<file path="src/rtl/ready_list_ctrl.sv">
// ready_list_ctrl
// Ready-list bookkeeping for a small task scheduler. Holds a ready bit and a
// 6-bit priority per slot. After every accepted command, or whenever the
// scheduler's current-task pointer moves, it scans the table one slot per cycle.
// It then publishes three results together: the highest ready priority, the
// lowest-index slot at that priority, and the next slot at that priority after
// the current task.
//
// Ports
//   aclk              clock, all state changes on the rising edge
//   aresetn           asynchronous active-low reset
//   cmd_valid/ready   command handshake (ready only while idle)
//   cmd_op            00 NOP, 01 SET_READY, 10 CLR_READY, 11 SET_PRIO
//   cmd_slot          target slot
//   cmd_prio          new priority for SET_PRIO
//   addrread_in       current task pointer, bits [3:0] used
//   highpriority_out  highest priority among ready slots
//   ptr_hpritask_out  lowest-index ready slot at that priority
//   ptr_nexttask_out  next ready slot at that priority after the current one
//   ready_map_out     live per-slot ready bits
//
// state     | meaning
// ----------+-----------------------------------------------------------
// IDLE      | accepting commands, watching addrread_in for a change
// SCAN_PRIO | slots 0..15 in turn: find max priority and first slot at it
// SCAN_NEXT | slots cur+1 .. cur (wrapping): first slot at max priority
// UPDATE    | publish all three results in one edge, back to IDLE

module ready_list_ctrl #(
  parameter int NSLOT = 16
) (
  input  logic        aclk,
  input  logic        aresetn,
  input  logic        cmd_valid,
  output logic        cmd_ready,
  input  logic [1:0]  cmd_op,
  input  logic [3:0]  cmd_slot,
  input  logic [5:0]  cmd_prio,
  input  logic [7:0]  addrread_in,
  output logic [5:0]  highpriority_out,
  output logic [7:0]  ptr_hpritask_out,
  output logic [7:0]  ptr_nexttask_out,
  output logic [15:0] ready_map_out
);

  typedef enum logic [1:0] {IDLE, SCAN_PRIO, SCAN_NEXT, UPDATE} state_t;

  localparam logic [1:0] OP_SET_READY = 2'b01;
  localparam logic [1:0] OP_CLR_READY = 2'b10;
  localparam logic [1:0] OP_SET_PRIO  = 2'b11;

  state_t           state_q, state_d;
  logic [NSLOT-1:0] ready_q, ready_d;
  logic [5:0]       prio_q [NSLOT];
  logic [5:0]       prio_d [NSLOT];
  logic [3:0]       cur_q, cur_d;
  logic [3:0]       cnt_q, cnt_d;
  logic [5:0]       max_q, max_d;
  logic [3:0]       hpt_q, hpt_d;
  logic             found_q, found_d;
  logic [3:0]       nxt_q, nxt_d;
  logic             nfound_q, nfound_d;
  logic [5:0]       hp_out_q, hp_out_d;
  logic [3:0]       hpt_out_q, hpt_out_d;
  logic [3:0]       nxt_out_q, nxt_out_d;

  logic [3:0] scan_slot;
  logic       accept;
  logic       unused_addr_hi;

  assign unused_addr_hi = &addrread_in[7:4];

  // SCAN_NEXT walks from the slot after the current task; 4-bit add wraps.
  assign scan_slot = (state_q == SCAN_NEXT) ? (cur_q + cnt_q + 4'd1) : cnt_q;
  assign accept    = cmd_valid && (state_q == IDLE);

  always_comb begin
    state_d   = state_q;
    ready_d   = ready_q;
    prio_d    = prio_q;
    cur_d     = cur_q;
    cnt_d     = cnt_q;
    max_d     = max_q;
    hpt_d     = hpt_q;
    found_d   = found_q;
    nxt_d     = nxt_q;
    nfound_d  = nfound_q;
    hp_out_d  = hp_out_q;
    hpt_out_d = hpt_out_q;
    nxt_out_d = nxt_out_q;

    case (state_q)
      IDLE: begin
        if (accept) begin
          // Slot 0 is the idle task: it can never be cleared or re-prioritised.
          case (cmd_op)
            OP_SET_READY: ready_d[cmd_slot] = 1'b1;
            OP_CLR_READY: if (cmd_slot != 4'd0) ready_d[cmd_slot] = 1'b0;
            OP_SET_PRIO:  if (cmd_slot != 4'd0) prio_d[cmd_slot] = cmd_prio;
            default: ;
          endcase
        end
        if (accept || (addrread_in[3:0] != cur_q)) begin
          cur_d   = addrread_in[3:0];
          cnt_d   = 4'd0;
          max_d   = 6'd0;
          found_d = 1'b0;
          state_d = SCAN_PRIO;
        end
      end

      SCAN_PRIO: begin
        // Strict compare keeps the lowest index on ties.
        if (ready_q[scan_slot] && (!found_q || (prio_q[scan_slot] > max_q))) begin
          max_d   = prio_q[scan_slot];
          hpt_d   = scan_slot;
          found_d = 1'b1;
        end
        cnt_d = cnt_q + 4'd1;
        if (cnt_q == 4'd15) begin
          nfound_d = 1'b0;
          state_d  = SCAN_NEXT;
        end
      end

      SCAN_NEXT: begin
        // The current slot is examined last, so it is the fallback when it is
        // the only ready slot at the max priority.
        if (!nfound_q && ready_q[scan_slot] && (prio_q[scan_slot] == max_q)) begin
          nxt_d    = scan_slot;
          nfound_d = 1'b1;
        end
        cnt_d = cnt_q + 4'd1;
        if (cnt_q == 4'd15) state_d = UPDATE;
      end

      UPDATE: begin
        hp_out_d  = max_q;
        hpt_out_d = hpt_q;
        nxt_out_d = nxt_q;
        state_d   = IDLE;
      end

      default: state_d = IDLE;
    endcase
  end

  always_ff @(posedge aclk or negedge aresetn) begin
    if (!aresetn) begin
      state_q   <= IDLE;
      ready_q   <= {{(NSLOT-1){1'b0}}, 1'b1};
      for (int i = 0; i < NSLOT; i++) prio_q[i] <= 6'd0;
      cur_q     <= 4'd0;
      cnt_q     <= 4'd0;
      max_q     <= 6'd0;
      hpt_q     <= 4'd0;
      found_q   <= 1'b0;
      nxt_q     <= 4'd0;
      nfound_q  <= 1'b0;
      hp_out_q  <= 6'd0;
      hpt_out_q <= 4'd0;
      nxt_out_q <= 4'd0;
    end else begin
      state_q   <= state_d;
      ready_q   <= ready_d;
      prio_q    <= prio_d;
      cur_q     <= cur_d;
      cnt_q     <= cnt_d;
      max_q     <= max_d;
      hpt_q     <= hpt_d;
      found_q   <= found_d;
      nxt_q     <= nxt_d;
      nfound_q  <= nfound_d;
      hp_out_q  <= hp_out_d;
      hpt_out_q <= hpt_out_d;
      nxt_out_q <= nxt_out_d;
    end
  end

  assign cmd_ready        = (state_q == IDLE);
  assign highpriority_out = hp_out_q;
  assign ptr_hpritask_out = {4'd0, hpt_out_q};
  assign ptr_nexttask_out = {4'd0, nxt_out_q};
  assign ready_map_out    = ready_q;

endmodule

</file>
<file path="config.mk">
export PLATFORM = sky130hd
export DESIGN_NAME = ready_list_ctrl
export DESIGN_NICKNAME = d
export VERILOG_FILES = /design/src/rtl/ready_list_ctrl.sv
export SDC_FILE = /design/constraint.sdc
export NUM_CORES = 1
export LEC_CHECK = 0
export BUFFER_PORTS_ARGS = -buffer_cell sky130_fd_sc_hd__buf_2
export CAP_MARGIN = 20
export CORE_MARGIN = 3
export CORE_UTILIZATION = 30
export CTS_CLUSTER_DIAMETER = 40
export DETAILED_ROUTE_END_ITERATION = 10
export GPL_ROUTABILITY_DRIVEN = 0
export PLACE_DENSITY = 0.54
export SLEW_MARGIN = 40
export SYNTH_ARGS = -nofsm -noshare
export SYNTH_HDL_FRONTEND = slang
export SYNTH_SLANG_ARGS = --single-unit
export TNS_END_PERCENT = 30
</file>
<file path="constraint.sdc">
create_clock -name aclk -period 7.7 [get_ports aclk]
set_input_delay 1.54 -clock aclk [delete_from_list [all_inputs] [get_ports aclk]]
set_output_delay 1.54 -clock aclk [all_outputs]
set_load 0.05 [all_outputs]
</file>
### Word level (Yosys, flattened, before mapping)

Cells that the tools add are included.

| cells by class | value |
|---|---|
| multiply operators | 0 |
| eq/ne operators | 15 |
| reductions and logical operators | 26 |
| $lt $le $gt $ge | 7 |
| bitwise logic cells | 5 |
| $add $sub $neg | 3 |
| div/mod/pow operators | 0 |
| shift-type cells | 0 |
| muxes and demuxes | 28 |

Operators with widths:

| cell | count |
|---|---|
| 96-bit bitwise mux | 1 |
| 16-bit case mux with 2 select lines | 1 |
| 6-bit 2-to-1 mux | 5 |
| 6-bit binary-select mux with 4-bit select | 1 |
| 6-bit demux with 4-bit select | 1 |
| 16-bit AND | 1 |
| 16-bit 2-to-1 mux | 1 |
| 16-bit NOT | 1 |
| 16-bit bitwise OR | 1 |
| 6-bit case mux with 2 select lines | 1 |
| 5-bit greater-or-equal comparator (second input constant) | 2 |
| 4-bit by 5-bit less-than comparator with 1-bit output (second input constant) | 2 |
| 4-bit NOT with 5-bit output | 2 |
| 3-bit AND reduction | 3 |
| 4-bit by 1-bit adder with 4-bit output (second input constant) | 2 |
| 2-bit == test (second input constant) | 4 |
| 4-bit 2-to-1 mux | 2 |
| 2-bit case mux with 4 select lines | 1 |
| 4-bit case mux with 2 select lines | 1 |
| 2-bit AND reduction | 4 |
| 4-bit AND reduction | 2 |
| 2-bit nonzero test | 4 |
| 6-bit == test | 1 |
| 6-bit > comparator | 1 |
| 19 further kinds | 39 |

| word-level totals | value |
|---|---|
| memory bits (read-only) | 0 |
| bits in writable memories | 0 |
| output and inout bits | 39 |
| register bits after elaboration | 152 |
| memories | 0 |
| word-level logic and storage cells | 112 |
| bits in latches | 0 |

### Longest topological paths before layout

| depth | value |
|---|---|
| depth in word-level cells | 12 |
| depth in mapped cells | 17 |

### Worst setup path after synthesis

No wires, ideal clock.

| timing | value |
|---|---|
| kind | register to register |
| start point | register cnt_q[0] |
| end point | register max_q[1] |
| data required time | 7.575 ns |
| data arrival time | 4.052 ns |
| stages on the path, launching flop included | 15 |
| clock period less this slack | 4.176 ns |
| setup slack | 3.524 ns |
| path through | dfrtp_1 inv_1 ha_1 fa_1 a21oi_1 buf_1 mux4_2 mux4_2 ha_1 a21o_1 a211o_1 o211ai_1 a21oi_1 o211ai_4 mux2_2 |

| between the ends | value |
|---|---|
| cells in the longest elaborated chain, start to end | 12 |

Ends and longest elaborated chain:

| item | line | source |
|---|---|---|
| start, declared | 57 | `logic [3:0] cnt_q, cnt_d;` |
| start signal, assigned | 168 | `cnt_q <= cnt_d;` |
| 4-bit adder | 74 | `assign scan_slot = (state_q == SCAN_NEXT) ? (cur_q + cnt_q + 4'd1) : cnt_q;` |
| 4-bit by 1-bit adder with 4-bit output | 74 |  |
| 4-bit 2-to-1 mux * | 74 |  |
| 4-bit NOT with 5-bit output (not written as such) | 114, 115 |  |
| 6-bit binary-select mux with 4-bit select | 114, 115 |  |
| 6-bit 2-to-1 mux (not written as such) (2 in series) | 114, 115 |  |
| 6-bit > comparator | 114 | `if (ready_q[scan_slot] && (!found_q \|\| (prio_q[scan_slot] > max_q))) begin` |
| 1-bit logical OR | 114 |  |
| 1-bit logical AND | 114 |  |
| 2-bit inequality test (no source line) | - |  |
| 3-bit AND reduction (no source line) | - |  |
| end signal, assigned | 169 | `max_q <= max_d;` |
| end, declared | 58 | `logic [5:0] max_q, max_d;` |

Mark *: on every way between the ends. The rest lies on a longest branch, timed or not. The select of a mux whose other input is x is not followed.
A chain may end at the register's enable or synchronous reset.

### Worst setup path in the final report

| timing | value |
|---|---|
| start point | register state_q[0] |
| end point | register max_q[2] |

| between the ends | value |
|---|---|
| cells in the longest elaborated chain, start to end | 11 |

Ends and longest elaborated chain:

| item | line | source |
|---|---|---|
| start, declared | 52 | `state_t state_q, state_d;` |
| start signal, assigned | 164 | `state_q <= state_d;` |
| 2-bit == test | 74 |  |
| 4-bit 2-to-1 mux | 74 |  |
| 4-bit NOT with 5-bit output (not written as such) | 114, 115 |  |
| 6-bit binary-select mux with 4-bit select | 114, 115 |  |
| 6-bit 2-to-1 mux (not written as such) (2 in series) | 114, 115 |  |
| 6-bit > comparator | 114 |  |
| 1-bit logical OR | 114 |  |
| 1-bit logical AND | 114 |  |
| 2-bit inequality test (no source line) | - |  |
| 3-bit AND reduction (no source line) | - |  |

Parallel ways exist; a longest one is shown, timed or not. The select of a mux whose other input is x is not followed.

==> impl_metrics.ini <==
[clocking]
numCtsBuffers = 17
ctsHoldBuffers = 0
insertion_delay_ps = 430
cts_resized = 0
clk_pin_slew_worst_paths_ps = 60
clockBufferDepth = 2
cts_root_buf = clkbuf_16
tritoncts = built
cts_setup_buffers = 0
cts_sinks = 152
h-tree-depth = 4

[floorplan]
die_area_sq_um = 26700
io_pins = 62
fp-row-count = 56
die_h_microns = 163
start_util_pct = 31.1
core_sq_um = 23900
die_w_microns = 163

[status]
outcome = complete, no violations

[logic_synthesis]
synth.distinct_cells = 55
synthesis.area_sq_um = 7430
ys_async_sr_fraction_pct = 100
yosys_warnings = 0
syn_inst = 549
ys_ff_latch = 152
yosys-top-cells-count = 151 x dfrtp_1, 99 x mux2_1, 37 x nor2_1
synth.avg_cell_area_sq_um = 13.5
synth_top_area_cell = dfrtp_1
synth_top_area_share_pct = 50.9
synth_edf_count = 0
ys_seq_area_share_pct = 51.2
ys.flop_type = dfrtp_1
ys_top_cells_by_area = dfrtp_1 51%, mux2_1 15%, mux4_2 8.5%
yosysMostFrequentCell = dfrtp_1

[setup_path]
r2r_cells = 13
crit_type = register to register
critPathArrivalTime_ps = 5080
worst_setup_path_start_kind = register
worstPathMaxFanout = 26
critPathRequiredTime_ps = 8010
cp-end-kind = register

[drt]
viasPerCell = 4.85
first_iter_violations = 320
drc = 0
vias = 4463
antenna_left = 0
wire_per_inst_microns = 17.6
drt-total-wl_microns = 16200
first_pass_iters = 6

[timing]
tightestPinTransition_ps = 788
fin_crit_sh_pct = 61.9
setup_tns_ps = 0
hold_violations = 0
drv_slew = 0
grt_setup_unrepaired = false
setup_viol = 0
timing.fmax_mhz = 210
skew_ps = 6.88
holdWs_ps = 376
relSlewSlack_pct = 47.3
layout_min_cycle_time_ps = 4770

[cells_and_area]
fillers = 2303
drive_gt1_share_pct = 25.7
num_antenna_cells = 0
fin_util_pct = 35.9
fin_nets = 631
area_delta_synth_final_pct = 15.4

[grt]
grt_pass1_wl_microns = 26800
grt_pass1_vias = 4891
grt_max_degree = 89
overflow = 0
antenna_found_initial = 0
grt_use_total_pct = 13.1

[job]
drv_cap = 0

[power_and_ir_drop]
leakagePower_uw = 0.00416
vdd_ir_drop_max_mv = 0.209
power.density_nw_per_um2 = 383

[placement]
io_buffers = 49
hpwl_microns = 11500

[worst_hold_path]
min_path_cells = 0
hold_path.class = register to register
==> critical path: stages (launching register included) <==
cell	delay, ps
dfrtp_1	410
inv_1	120
ha_1	470
or2_4	240
and2_4	500
mux4_2	610
mux4_2	530
ha_1	330
a21o_1	200
a211o_1	300
o211ai_1	240
a21oi_1	110
o211ai_4	190
mux2_2	380
==> cells by family (layout without fill, tap and decap cells) <==
| group | after synthesis | after routing | synth area share (%) |
|---|---|---|---|
| AO/OA/AOI/OAI | 45 | 45 | 4.23 |
| XOR/XNOR | 7 | 7 | 0.825 |
| adder cells (fa/ha/maj) | 16 | 16 | 2.80 |
| buffers and inverters | 53 | 99 | 3.57 |
| flip-flops | 152 | 152 | 51.2 |
| multiplexers | 174 | 174 | 30.7 |
| other | 1 | 8 | 0.0505 |
| AND/OR/NAND/NOR | 101 | 101 | 6.65 |
==> cell type report <==
class	instances	area, sq um	share of cell area (%)
repair buffers	52	280	3.27
inverters	18	67.6	0.788
clock buffers	21	470	5.49
well taps	319	399	4.66
flip-flops and latches	152	3800	44.4
multi-input cells	351	3400	39.7
clock inverters	8	146	1.71
==> cell usage in the layout, fill, tap and decap left out, types with 10 or more instances in the layout <==
cell type,n
buf_2,48
ha_1,15
mux2i_1,10
mux2_2,36
nand2_1,16
dfrtp_1,151
nand3_1,10
mux2_1,99
inv_1,18
a21oi_1,12
mux4_2,28
nor2_1,37
clkbuf_16,17
==> worst paths after layout <==
kind	from	endpoint	slack (ps)
max	state_q[0]$_DFFE_PN0P_	max_q[2]$_DFFE_PN0P_	2930
min reg2reg	prio_q[95]$_DFFE_PN0P_	prio_q[95]$_DFFE_PN0P_	380
max in group asynchronous	aresetn	prio_q[27]$_DFFE_PN0P_	5480
min	prio_q[95]$_DFFE_PN0P_	prio_q[95]$_DFFE_PN0P_	380
max reg2reg	state_q[0]$_DFFE_PN0P_	max_q[2]$_DFFE_PN0P_	2930
min in group asynchronous	aresetn	prio_q[64]$_DFFE_PN0P_	1160
==> metal layers <==
layer	share of wire, %	global-route usage, %
met1	48	17.3
met4	1.5	5.00
met2	48	20.9
met3	2.8	2.94
met5	0	0
==> power breakdown <==
part	internal (uW)	total [uW]	switching [uW]	leakage [uW]
logic	518	1340	819	0.00181
registers	961	1070	105	0.00206
clock network	562	880	319	0.000301
==> metrics by stage <==
stage               worst slack [ps]  cells  total power (uW)  cell area, sq um
floorplan                       3520    556              2110              7450
global placement                2980    892              2400              7940
detailed placement              2930    892              2430              7940
CTS                             2910    921              3330              8560
global route                    2680    921              3490              8570
finish                          2930    921              3280              8570
No activity file was read; power rests on OpenSTA's default activity.
